## config.mk

```make
export PLATFORM = sky130hd
export DESIGN_NAME = can_frame_tx_encoder_flat
export DESIGN_NICKNAME = d
export VERILOG_FILES = /design/src/rtl/can_frame_tx_encoder_if.sv /design/src/rtl/can_frame_tx_encoder.sv /design/src/flat_wrapper.sv
export SDC_FILE = /design/constraint.sdc
export NUM_CORES = 1
export LEC_CHECK = 0
export ABC_AREA = 1
export BUFFER_PORTS_ARGS = -buffer_cell sky130_fd_sc_hd__clkbuf_2
export CAP_MARGIN = 0
export CORE_ASPECT_RATIO = 0.8
export CORE_MARGIN = 5
export CORE_UTILIZATION = 48
export DETAILED_ROUTE_END_ITERATION = 7
export PLACE_DENSITY = 0.78
export SYNTH_ARGS = -nofsm -noshare
export SYNTH_HDL_FRONTEND = slang
export SYNTH_SLANG_ARGS = --single-unit
export TNS_END_PERCENT = 20
```

## constraint.sdc

```tcl
create_clock -name clk -period 2.6 [get_ports clk]
set_input_delay 0.52 -clock clk [delete_from_list [all_inputs] [get_ports clk]]
set_output_delay 0.52 -clock clk [all_outputs]
set_load 0.02 [all_outputs]
```

## src/rtl/can_frame_tx_encoder_if.sv

```systemverilog
// can_frame_tx_encoder_if: request/payload inputs and strobed word output of the CAN frame encoder
interface can_frame_tx_encoder_if;
  logic        req1, req2, req3;
  logic [11:0] d1, d2, d3, d4, d5, d6;
  logic [15:0] d7;
  logic [15:0] word_out;
  logic        cs_out, busy, frame_done, id_warn;
  modport master (
    output req1, req2, req3, d1, d2, d3, d4, d5, d6, d7,
    input  word_out, cs_out, busy, frame_done, id_warn
  );
  modport slave (
    input  req1, req2, req3, d1, d2, d3, d4, d5, d6, d7,
    output word_out, cs_out, busy, frame_done, id_warn
  );
endinterface

```

## src/rtl/can_frame_tx_encoder.sv

```systemverilog
// can_frame_tx_encoder: serialises up to three CAN frame payloads into a cs-strobed 16-bit word stream.
// Define AUTO_TX_EN to add a free-running timer that requests all three frames every AUTO_PERIOD cycles.
module can_frame_tx_encoder #(
  parameter logic [15:0] ID1 = 16'd513,
  parameter logic [15:0] ID2 = 16'd514,
  parameter logic [15:0] ID3 = 16'd515,
  parameter int CS_LOW_CYC = 2,
  parameter int CS_HIGH_CYC = 2
`ifdef AUTO_TX_EN
  , parameter int AUTO_PERIOD = 50000
`endif
) (
  input logic clk,
  input logic rst,
  can_frame_tx_encoder_if.slave bus
);
  typedef enum logic [2:0] {IDLE, LOAD, SETUP, STROBE, DONE} state_t;
  localparam logic [7:0] LOW_M1 = 8'(CS_LOW_CYC - 1);
  localparam logic [7:0] HIGH_M1 = 8'(CS_HIGH_CYC - 1);
  state_t state, state_n;
  logic [2:0] pending, pending_n, req, auto_set, pick;
  logic [1:0] sel, sel_n, widx, widx_n, last;
  logic [7:0] cnt, cnt_n;
  logic [3:0][15:0] snap, snap_n;
  logic [15:0] word_q, word_n;
  logic cs_q, cs_n;
  assign req = {bus.req3, bus.req2, bus.req1};
  assign pick = pending & (~pending + 3'd1);
  assign last = (sel == 2'd2) ? 2'd1 : 2'd3;
  assign bus.word_out = word_q;
  assign bus.cs_out = cs_q;
  assign bus.busy = state != IDLE;
  assign bus.frame_done = state == DONE;
  assign bus.id_warn = state == LOAD && sel == 2'd2 && (bus.d7 == ID1 || bus.d7 == ID2 || bus.d7 == ID3);
`ifdef AUTO_TX_EN
  localparam int AW = $clog2(AUTO_PERIOD + 1);
  logic [AW-1:0] acnt;
  logic wrap;
  assign wrap = acnt == AW'(AUTO_PERIOD - 1);
  assign auto_set = {3{wrap}};
  always_ff @(posedge clk or posedge rst)
    if (rst) acnt <= '0;
    else acnt <= wrap ? '0 : acnt + 1'b1;
`else
  assign auto_set = 3'b000;
`endif
  always_ff @(posedge clk or posedge rst)
    if (rst) begin
      state <= IDLE;
      pending <= '0;
      sel <= '0;
      widx <= '0;
      cnt <= '0;
      snap <= '0;
      word_q <= '0;
      cs_q <= 1'b0;
    end else begin
      state <= state_n;
      pending <= pending_n;
      sel <= sel_n;
      widx <= widx_n;
      cnt <= cnt_n;
      snap <= snap_n;
      word_q <= word_n;
      cs_q <= cs_n;
    end
  // Slot 0 of the snapshot holds the ID word so word_out is always snap[widx].
  always_comb begin
    state_n = state;
    pending_n = pending | req | auto_set;
    sel_n = sel;
    widx_n = widx;
    cnt_n = cnt;
    snap_n = snap;
    word_n = word_q;
    cs_n = cs_q;
    case (state)
      IDLE:
        if (|pending) begin
          state_n = LOAD;
          sel_n = pick[0] ? 2'd0 : pick[1] ? 2'd1 : 2'd2;
          pending_n = (pending & ~pick) | req | auto_set;
        end
      LOAD: begin
        snap_n = (sel == 2'd0) ? {{4'h3, bus.d3}, {4'h2, bus.d2}, {4'h1, bus.d1}, ID1} :
                 (sel == 2'd1) ? {{4'h3, bus.d6}, {4'h2, bus.d5}, {4'h1, bus.d4}, ID2} :
                                 {32'h0, bus.d7, ID3};
        word_n = snap_n[0];
        widx_n = 2'd0;
        cnt_n = 8'd0;
        state_n = SETUP;
      end
      SETUP: begin
        cnt_n = cnt + 8'd1;
        if (cnt == LOW_M1) begin
          cnt_n = 8'd0;
          cs_n = 1'b1;
          state_n = STROBE;
        end
      end
      STROBE: begin
        cnt_n = cnt + 8'd1;
        if (cnt == HIGH_M1) begin
          cnt_n = 8'd0;
          cs_n = 1'b0;
          if (widx == last) state_n = DONE;
          else begin
            widx_n = widx + 2'd1;
            word_n = snap[widx + 2'd1];
            state_n = SETUP;
          end
        end
      end
      DONE: state_n = IDLE;
      default: state_n = IDLE;
    endcase
  end
endmodule
```

## src/flat_wrapper.sv

```systemverilog
// flat-port wrapper written by rule: the top's interface ports become plain ports
module can_frame_tx_encoder_flat 
#(
  parameter logic [15:0] ID1 = 16'd513,
  parameter logic [15:0] ID2 = 16'd514,
  parameter logic [15:0] ID3 = 16'd515,
  parameter int CS_LOW_CYC = 2,
  parameter int CS_HIGH_CYC = 2

)
  (clk, rst, bus_req1, bus_req2, bus_req3, bus_d1, bus_d2, bus_d3, bus_d4, bus_d5, bus_d6, bus_d7, bus_word_out, bus_cs_out, bus_busy, bus_frame_done, bus_id_warn);
  can_frame_tx_encoder_if bus_i ();
  input logic clk;
  input logic rst;
  input wire logic [$bits(bus_i.req1)-1:0] bus_req1;
  input wire logic [$bits(bus_i.req2)-1:0] bus_req2;
  input wire logic [$bits(bus_i.req3)-1:0] bus_req3;
  input wire logic [$bits(bus_i.d1)-1:0] bus_d1;
  input wire logic [$bits(bus_i.d2)-1:0] bus_d2;
  input wire logic [$bits(bus_i.d3)-1:0] bus_d3;
  input wire logic [$bits(bus_i.d4)-1:0] bus_d4;
  input wire logic [$bits(bus_i.d5)-1:0] bus_d5;
  input wire logic [$bits(bus_i.d6)-1:0] bus_d6;
  input wire logic [$bits(bus_i.d7)-1:0] bus_d7;
  output wire logic [$bits(bus_i.word_out)-1:0] bus_word_out;
  output wire logic [$bits(bus_i.cs_out)-1:0] bus_cs_out;
  output wire logic [$bits(bus_i.busy)-1:0] bus_busy;
  output wire logic [$bits(bus_i.frame_done)-1:0] bus_frame_done;
  output wire logic [$bits(bus_i.id_warn)-1:0] bus_id_warn;
  assign bus_i.req1 = bus_req1;
  assign bus_i.req2 = bus_req2;
  assign bus_i.req3 = bus_req3;
  assign bus_i.d1 = bus_d1;
  assign bus_i.d2 = bus_d2;
  assign bus_i.d3 = bus_d3;
  assign bus_i.d4 = bus_d4;
  assign bus_i.d5 = bus_d5;
  assign bus_i.d6 = bus_d6;
  assign bus_i.d7 = bus_d7;
  assign bus_word_out = bus_i.word_out;
  assign bus_cs_out = bus_i.cs_out;
  assign bus_busy = bus_i.busy;
  assign bus_frame_done = bus_i.frame_done;
  assign bus_id_warn = bus_i.id_warn;
  can_frame_tx_encoder #(.ID1(ID1), .ID2(ID2), .ID3(ID3), .CS_LOW_CYC(CS_LOW_CYC), .CS_HIGH_CYC(CS_HIGH_CYC)) u_core (.clk(clk), .rst(rst), .bus(bus_i));
endmodule
```

==> run summary <==
Critical path endpoint category = output pin
WP data required = 2080 ps
Fraction of layout cells with a size suffix above 1 = 23.1%
Worst R2R Setup Slack = 680 ps
Syn nets = 660
CTS Hold Bufs = 0
Worst setup path class = reg -> out
Synth Warn # = 0
Top FF cell, synth = dfrtp_1
Worst reg-to-reg path cell count = 6
Max_cap viols = 0
Number of synthesized register bits = 79
Fill count = 764
RSZ-0062 raised after global routing = no
I/O pins = 113
Post-CTS Setup Inserts = 0
Area Growth Syn to Fin = 19.8%
HP Class = in -> async
Lkg Pwr = 0.00262 uW
Finished Layout Cells = 788
GR Overflow Total = 0
Hpwl dp = 8680 microns
Vias in the first global route = 4166
First-pass GRT wire length = 19300 microns
WP data arrival = 1850 ps
Gp weighted congestion = 0.880
Final Instance Area = 5070 sq um
Area after DPL = 4860 sq um
Final wirelength = 11700 microns
Cell Rows = 30
Final hold slack = 223 ps
Period Utilization, post-route = 91.1%
Worst r2r src = u_core.sel[1]$_DFFE_PP0P_
GRT Overall Usage = 22.4%
Die width = 115 microns
Average instance area after synthesis = 7.50 sq um
DRC errors left = 0
Die Span Y = 94.0 microns
Worst-path clk slew = 80 ps
CTS root buf = clkbuf_8
Ant. Diodes = 0
Slew Limit Fails = 0
Setup TNS = 0 ps
Main area contributors after synthesis = dfrtp_1, nand2_1, nand3_1
Crit Path Max Fanout = 10
Status = complete, no violations
Post-synth cell types = 32
Post-synthesis async set-or-reset flop share = 100%
Routed Antenna Nets = 0
Core Region = 8560 sq um
Fmax achieved = 0.422 GHz
Post-Syn Instances = 565
Setup Skew = 8.38 ps
Number of DRC markers in iteration 0 = 312
CTS max path bufs = 2
Worst vdd ir = 0.000352 V
Post-CTS sizing = 0
Critical R2R Capture = u_core.snap[16]$_DFFE_PP0P_
Final #Nets = 766
Worst slew pin tran = 694 ps
TritonCTS Buffers = 9
Synth top area share = 46.7%
Total die area = 10800 sq um
Post-synth EDFFs = 0
Pre-Repair DR Iteration Count = 6
Setup violators final = 0
Initial antenna violation count = 0
H-tree depth = 3
Avg WL per Cell = 14.9 microns
Number of hold violations in the final report = 0
Rel. slew slack = 53.7%
PD cells = 486 nW/um^2
CTS tree = yes
Largest net degree at the start of global routing = 50
Post-synth top area cell = dfrtp_1
Initial cell density of the core = 49.5%
Clock sink count = 79
Clk Latency, worst-skew pair = 360 ps
Min Tclk post-route = 2370 ps
Power Total = 2470 uW
Worst setup SP type = flip-flop
Via density = 5.27
Synth Cell Area = 4240 sq um
Post-synthesis sequential area ratio = 46.7%
IO buf count = 112
Post-Place Cells = 772
Total number of vias = 4156
==> metal layers <==
layer / vias to the layer above / global-route usage [%] / wire, microns
met2: 170 / 34.0 / 5290
met4: 0 / 4.01 / 82
li1: 2061 / - / -
met3: 9 / 6.50 / 1010
met5: - / 0 / 0
met1: 1916 / 32.3 / 5360
==> synthesized netlist by cell type (2+ instances only) <==
library cell	number
inv_2	7
o22ai_1	3
inv_1	51
a21oi_1	5
nand2_1	208
a31o_2	3
nand3_1	48
nand2_2	3
dfrtp_1	79
ha_1	2
nor3_1	2
nand4_1	29
nor2_4	4
o21ai_0	43
o211ai_1	12
buf_6	4
buf_4	3
nor2_1	24
a31oi_1	3
buf_2	13
o22a_1	2
clkbuf_1	6
a21o_1	2
==> registers in the layout (all words and copies together) (netlist names) <==
| register | flops |
|---|---|
| u_core.snap | 44 |
| u_core.bus.word_out | 16 |
| u_core.cnt | 8 |
| u_core.pending | 3 |
| u_core.state | 3 |
| u_core.sel | 2 |
| u_core.widx | 2 |
| u_core.bus.cs_out | 1 |
==> cells by family (layout without fill, tap and decap cells) <==
family	Yosys count	after routing	synth area share, %
compound gates	77	77	10.7
xor+xnor	2	2	0.414
buf+inv	84	195	8.80
flops	79	79	46.7
fa+ha+maj	2	2	0.591
simple gates	321	321	32.8
==> worst max-delay path by stage <==
stage | from | to | cells after the start
2_1_floorplan | rst | u_core.bus.cs_out$_DFFE_PP0P_ | 1
3_3_place_gp | bus_d7[15] | bus_id_warn | 5
3_5_place_dp | u_core.sel[1]$_DFFE_PP0P_ | bus_id_warn | 5
4_1_cts | u_core.sel[1]$_DFFE_PP0P_ | bus_id_warn | 5
5_1_grt | u_core.sel[1]$_DFFE_PP0P_ | bus_id_warn | 5
6_report | u_core.sel[1]$_DFFE_PP0P_ | bus_id_warn | 5
==> cell usage in the layout, fill, tap and decap left out, types with 2 or more instances in the layout <==
| cell type | Yosys | final |
|---|---|---|
| o21ai_0 | 43 | 43 |
| inv_1 | 51 | 50 |
| o22a_1 | 2 | 2 |
| nand3_1 | 48 | 48 |
| clkinvlp_4 | 0 | 2 |
| a31o_2 | 3 | 3 |
| clkinv_2 | 0 | 3 |
| nand4_1 | 29 | 29 |
| o22ai_1 | 3 | 3 |
| clkbuf_8 | 0 | 9 |
| a21oi_1 | 5 | 5 |
| nand2_2 | 3 | 3 |
| nor2_4 | 4 | 4 |
| nand2_1 | 208 | 208 |
| inv_2 | 7 | 7 |
| ha_1 | 2 | 2 |
| clkbuf_2 | 0 | 112 |
| a31oi_1 | 3 | 3 |
| nor2_1 | 24 | 24 |
| o211ai_1 | 12 | 12 |
| dfrtp_1 | 79 | 79 |
| bufinv_16 | 0 | 2 |
| buf_4 | 3 | 8 |
| a21o_1 | 2 | 2 |
| nor3_1 | 2 | 2 |
==> final cells by class <==
type / count / area (sq um) / share of cell area, %
Inverter: 58 / 219 / 4.31
Timing Repair Buffer: 121 / 641 / 12.6
Clock inverter: 6 / 85.1 / 1.68
Multi-Input combinational cell: 402 / 1890 / 37.2
Clock buffer: 10 / 128 / 2.51
Sequential cell: 79 / 1980 / 39.0
Tap cell: 112 / 140 / 2.76
==> through the flow <==
stage               worst slack (ps)  util (%)
global route                     177      59.3
finish                           231      59.3
detailed placement               665      56.8
global placement                 647      56.8
CTS                              276      59.3
floorplan                       56.6         -
==> power by group <==
group          switching [uW]  total, uW  internal, uW
Combinational            99.7        187          87.7
Sequential               19.1       1280          1270
Clock                     458        995           537
Total                     576       2470          1890
==> critical path: stages, from the launching register on <==
cell	delay [ps]
dfrtp_1	560
nand2_1	160
nor3_1	330
o21ai_0	150
nor2_1	130
clkbuf_2	180
Power figures use the tool's default switching activity.
